File: config.mk
export PLATFORM = sky130hd
export DESIGN_NAME = wb_slave_regs
export DESIGN_NICKNAME = d
export VERILOG_FILES = /design/src/rtl/wb_slave_regs.sv
export SDC_FILE = /design/constraint.sdc
export NUM_CORES = 1
export LEC_CHECK = 0
export CAP_MARGIN = 40
export CORE_UTILIZATION = 56
export DETAILED_ROUTE_END_ITERATION = 10
export GPL_TIMING_DRIVEN = 0
export PLACE_DENSITY = 0.84
export SLEW_MARGIN = 0
export SYNTH_ARGS = -nofsm -noshare
export SYNTH_HDL_FRONTEND = slang
export SYNTH_SLANG_ARGS = --single-unit
File: constraint.sdc
create_clock -name clk -period 2.9 [get_ports clk]
set_input_delay 0.29 -clock clk [delete_from_list [all_inputs] [get_ports clk]]
set_output_delay 0.29 -clock clk [all_outputs]
set_load 0.05 [all_outputs]
File: src/rtl/wb_slave_regs.sv
// wb_slave_regs: Wishbone classic slave, 8-word register file with wait states.
// Define WB_SLV_INTR_EN to turn register 7 into a doorbell driving intr_h.
module wb_slave_regs #(
    parameter int unsigned data_wl  = 16,
    parameter int unsigned adr_wl   = 16,
    parameter int unsigned WAIT_CYC = 2,
    parameter logic [15:0] ID_VAL   = 16'hA5C3
) (
    input  logic               clk,
    input  logic               reset_h,
    input  logic               wb_cyc_i,
    input  logic               wb_stb_i,
    input  logic               wb_we_i,
    input  logic [adr_wl-1:0]  wb_adr_i,
    input  logic [data_wl-1:0] wb_dat_i,
    output logic [data_wl-1:0] wb_dat_o,
    output logic               wb_ack_o,
    output logic               intr_h,
    input  logic               intr_ack_h
);

    localparam logic [data_wl-1:0] ID_WORD = data_wl'(ID_VAL);
    localparam logic [adr_wl-1:0]  ADR_MAX = adr_wl'(7);
    localparam logic [3:0]         CNT_INIT = 4'(WAIT_CYC);

    typedef enum logic [1:0] {
        S_IDLE,
        S_WAIT,
        S_ACK,
        S_HOLD
    } state_t;

    state_t             r_state;
    state_t             w_state_nxt;
    logic [3:0]         r_cnt;
    logic [3:0]         w_cnt_nxt;

    logic [adr_wl-1:0]  r_adr;
    logic               r_we;
    logic [data_wl-1:0] r_wdat;
    logic [data_wl-1:0] r_regs [8];

    logic               r_ack;
    logic [data_wl-1:0] r_dat;

    logic               w_start;
    logic               w_ack_nxt;
    logic [data_wl-1:0] w_dat_nxt;
    logic [adr_wl-1:0]  w_adr_sel;
    logic               w_we_sel;
    logic [2:0]         w_idx;
    logic               w_oor;
    logic [data_wl-1:0] w_rd_word;
    logic               w_commit;

    assign w_start = wb_cyc_i & wb_stb_i;

    always_ff @(posedge clk) begin
        if (reset_h) begin
            r_state <= S_IDLE;
            r_cnt   <= '0;
            r_ack   <= 1'b0;
            r_dat   <= '0;
        end else begin
            r_state <= w_state_nxt;
            r_cnt   <= w_cnt_nxt;
            r_ack   <= w_ack_nxt;
            r_dat   <= w_dat_nxt;
        end
    end

    always_comb begin
        w_state_nxt = r_state;
        w_cnt_nxt   = r_cnt;
        unique case (r_state)
            S_IDLE: begin
                if (w_start) begin
                    if (WAIT_CYC == 0) begin
                        w_state_nxt = S_ACK;
                    end else begin
                        w_state_nxt = S_WAIT;
                        w_cnt_nxt   = CNT_INIT;
                    end
                end
            end
            S_WAIT: begin
                if (!wb_cyc_i) begin
                    w_state_nxt = S_IDLE;
                    w_cnt_nxt   = '0;
                end else begin
                    w_cnt_nxt = r_cnt - 4'd1;
                    if (r_cnt == 4'd1) begin
                        w_state_nxt = S_ACK;
                    end
                end
            end
            S_ACK: begin
                w_state_nxt = S_HOLD;
            end
            S_HOLD: begin
                w_state_nxt = S_IDLE;
            end
            default: begin
                w_state_nxt = S_IDLE;
            end
        endcase
    end

    // With no wait states the access is acked straight out of IDLE,
    // so the read mux must see the live bus rather than the latch.
    always_comb begin
        w_adr_sel = (r_state == S_IDLE) ? wb_adr_i : r_adr;
        w_we_sel  = (r_state == S_IDLE) ? wb_we_i : r_we;
        w_idx     = w_adr_sel[2:0];
        w_oor     = (w_adr_sel > ADR_MAX);
        if (w_oor) begin
            w_rd_word = '0;
        end else if (w_idx == 3'd0) begin
            w_rd_word = ID_WORD;
        end else begin
            w_rd_word = r_regs[w_idx];
        end
        w_ack_nxt = (w_state_nxt == S_ACK);
        w_dat_nxt = (w_ack_nxt && !w_we_sel) ? w_rd_word : '0;
    end

    always_ff @(posedge clk) begin
        if (reset_h) begin
            r_adr  <= '0;
            r_we   <= 1'b0;
            r_wdat <= '0;
        end else if (r_state == S_IDLE && w_start) begin
            r_adr  <= wb_adr_i;
            r_we   <= wb_we_i;
            r_wdat <= wb_dat_i;
        end
    end

    assign w_commit = (r_state == S_ACK) && r_we &&
                      (r_adr <= ADR_MAX) && (r_adr[2:0] != 3'd0);

    always_ff @(posedge clk) begin
        if (reset_h) begin
            for (int i = 0; i < 8; i++) begin
                r_regs[i] <= '0;
            end
        end else if (w_commit) begin
            r_regs[r_adr[2:0]] <= r_wdat;
        end
    end

    assign wb_ack_o = r_ack;
    assign wb_dat_o = r_dat;

`ifdef WB_SLV_INTR_EN
    logic r_intr;

    // A doorbell write landing on the same edge as a clear keeps intr_h set.
    always_ff @(posedge clk) begin
        if (reset_h) begin
            r_intr <= 1'b0;
        end else if (w_commit && r_adr[2:0] == 3'd7) begin
            r_intr <= 1'b1;
        end else if (intr_ack_h) begin
            r_intr <= 1'b0;
        end
    end

    assign intr_h = r_intr;
`else
    assign intr_h = 1'b0 & intr_ack_h;
`endif

endmodule

==> flow_summary_export.csv <==
group,metric,value,unit
synth,synth_seq_cells,168,
route,drt_iter0_drc,336,
synth,avgSynthCellArea,12.4,µm²
route,drtAntennaViolNets,0,
sta,hold_ws,407,ps
worst_setup_path,critical_path_class,"register to register",
worst_setup_path,worstPathRequired,2970,ps
worst_setup_path,arrival,2910,ps
clocking,htreeDepth,4,
global_route,track_usage,26.6,%
worst_setup_path,cp_max_fo,16,
clocking,cts_made_buffers,17,
sta,fin_ws,65.2,ps
synth,synth_edf_count,112,
cells_and_area,drive_above_1_share,11.7,%
place,place_inst,788,
worst_setup_path,crit_buf_inv,0,
power,vdd_drop_max,0.430,mV
worst_setup_path,crit_end,"r_regs[4][5]$_SDFFCE_PN0P_",
route,wl,15.7,mm
clocking,clkTransAtPathRegs,60,ps
global_route,overflow,0,
route,drt-vias-per-instance,5.68,
global_route,antenna_found_initial,0,
clocking,clock_latency,430,ps
worst_setup_path,worstSetupEndpointType,"register",
sta,clock.fmax,353,MHz
clocking,clock-sinks,168,
sta,tightest_slew,889,ps
cells_and_area,seq_area,0.00448,mm²
cells_and_area,stdcell_count,820,
sta,clock_skew,5.62,ps
outcome,outcome,"completed",
worst_setup_path,regToRegSetupSlack,70,ps
hold_path,holdPathStages,3,
worst_setup_path,crit_chain,"nor4_1 > nand2_1 > or4_4 > nor3b_4 > or2_2",
cells_and_area,syn_to_final_growth,19.3,%
global_route,grt_max_degree,17,
sta,finalHoldViolCount,0,
floorplan,core_area,0.0122,mm²
synth,synthFlopType,"edfxtp_1",
worst_setup_path,worstSetupPathDepth,5,
worst_setup_path,startpoint,"r_adr[4]$_SDFFE_PP0P_",
synth,synth_cell_types,42,
sta,setup_viol,0,
cells_and_area,final_area,0.00842,mm²
floorplan,io_pins,56,
synth,synth_top_cell_by_area,"edfxtp_1",
global_route,grt_pass1_wl,24.9,mm
cells_and_area,num-nets-final,679,
sta,timing.setup.tns,0,ps
clocking,cts_tree,"done",
place,numPortBuffers,53,
cells_and_area,fin_util,69.2,%
synth,seq_area_frac_synth,63.5,%
place,place_area,0.00780,mm²
route,num_vias,4659,
synth,synth_area_leaders,"edfxtp_1, dfxtp_1, and2_1",
synth,ys_top_cells_by_count,"and2_1, edfxtp_1, nand2_1",
job,maxCapViolations,0,
power,pwr_density_cell,636,mW/mm²
worst_setup_path,crit_family,"simple AND/OR/NAND/NOR gates",
worst_setup_path,cp-start-kind,"register",
sta,drv_slew,0,
synth,synth_area,0.00706,mm²
place,gp_congestion,0.825,
synth,syn_nets,607,
worst_setup_path,crit_slowest_cell,"or2_2",
power,power,5.36,mW
cells_and_area,antennaDiodeCount,0,
floorplan,die_area,0.0131,mm²
sta,rsz0062_at_grt,"no",
synth,synthCells,567,
floorplan,die-width,114,µm
worst_setup_path,rr_worst_depth,5,
route,drc_errors,0,
place,dp_hpwl,10.4,mm
cells_and_area,fillers,822,
floorplan,initial_core_util,58.0,%
worst_setup_path,reg2reg_from,"r_adr[4]$_SDFFE_PP0P_",
clocking,cts-root-buf,"clkbuf_16",
sta,fin_crit,2830,ps
place,dp_slack,-180,ps
clocking,cts_buffer_depth,2,
route,drt_pass1_iterations,5,
cells_and_area,multiInputGateArea,0.00240,mm²
global_route,grt_pass1_vias,4838,
sta,finalCritPeriodShare,97.8,%
route,wl_per_cell,19.2,µm
sta,max_slew_margin,39.0,%
hold_path,hold_class,"input pin to register",
synth,yosys_warnings,0,
worst_setup_path,reg2reg_to,"r_regs[4][5]$_SDFFCE_PN0P_",
worst_setup_path,max_stage_delay,530,ps
floorplan,die_y,114,µm
synth,postSynth.asyncResetShare,0,%
power,power.leakage,3.11,nW
synth,synth_top_area_share,47.7,%
floorplan,num_rows,40,
-- sequential cells by signal (all words and copies together) (netlist names) --
name,flops
wb_ack_o,1
r_adr,16
r_we,1
r_cnt,4
r_regs,112
wb_dat_o,16
r_state,2
r_wdat,16
-- metal layers --
| layer | vias up | track usage [%] | share of wire (%) |
|---|---|---|---|
| li1 | 2163 | - | - |
| met1 | 2283 | 31.5 | 39 |
| met2 | 176 | 46.3 | 52 |
| met3 | 37 | 6.03 | 6.1 |
| met4 | 0 | 12.4 | 2.7 |
| met5 | - | 0 | 0 |
-- layout make-up --
| type | count | area share [%] |
|---|---|---|
| clock inverter | 13 | 2.13 |
| inverter | 5 | 0.223 |
| sequential | 168 | 53.3 |
| tap | 168 | 2.50 |
| buffer | 33 | 1.87 |
| clock buffer | 19 | 5.14 |
| timing repair buffer | 53 | 6.30 |
| multi-input combinational | 361 | 28.6 |
-- worst reg2reg max path, stage by stage, from the launching register on --
cell and delay, ps:
dfxtp_1 310, nor4_1 480, nand2_1 190, or4_4 510, nor3b_4 460, or2_2 530
-- repair_timing --
action                                  in CTS  in global routing
endpoints found under the setup margin       0                 26
buffers inserted                             0                  0
gates resized for setup                      0                  3
hold buffers                                 0                  0
-- worst min path at each step --
stage / from / slack, ps / to
after floorplan: wb_adr_i[10] / 430 / r_adr[10]$_SDFFE_PP0P_
after global placement: r_adr[12]$_SDFFE_PP0P_ / 440 / r_adr[12]$_SDFFE_PP0P_
after detailed placement: r_adr[15]$_SDFFE_PP0P_ / 450 / r_adr[15]$_SDFFE_PP0P_
after CTS: wb_adr_i[3] / 400 / r_adr[3]$_SDFFE_PP0P_
after global routing: wb_dat_i[7] / 410 / r_wdat[7]$_SDFFE_PP0P_
final: wb_adr_i[13] / 410 / r_adr[13]$_SDFFE_PP0P_
-- kinds of logic after synthesis --
kind of cell / Yosys count / share of synthesized area, %
simple gates: 242 / 18.8
fa+ha+maj: 2 / 0.355
other cells: 1 / 0.0531
mux: 29 / 6.67
compound gates: 87 / 8.10
flops: 168 / 63.5
buf+inv: 38 / 2.48
-- placed cells by master, fill, tap and decap left out, drive strengths merged, types with 3 or more instances in the layout --
cell type / instances
mux4: 14
nand3: 3
buf: 13
mux2: 4
o2bb2ai: 6
dfxtp: 56
nor4: 4
inv: 5
clkdlybuf4s50: 53
and2: 112
edfxtp: 112
mux2i: 11
nand2: 86
nor3b: 5
a2bb2oi: 8
a22o: 14
or2: 7
nor2: 13
o22ai: 3
a31oi: 3
bufinv: 4
a21oi: 45
clkinv: 8
clkbuf: 39
-- report_power, final --
group	leakage [nW]	switching (mW)	internal (mW)
combinational	1.21	0.194	0.148
sequential	1.61	0.0468	2.63
clock	0.300	0.910	1.43
total	3.11	1.15	4.21
Power figures use the tool's default switching activity.
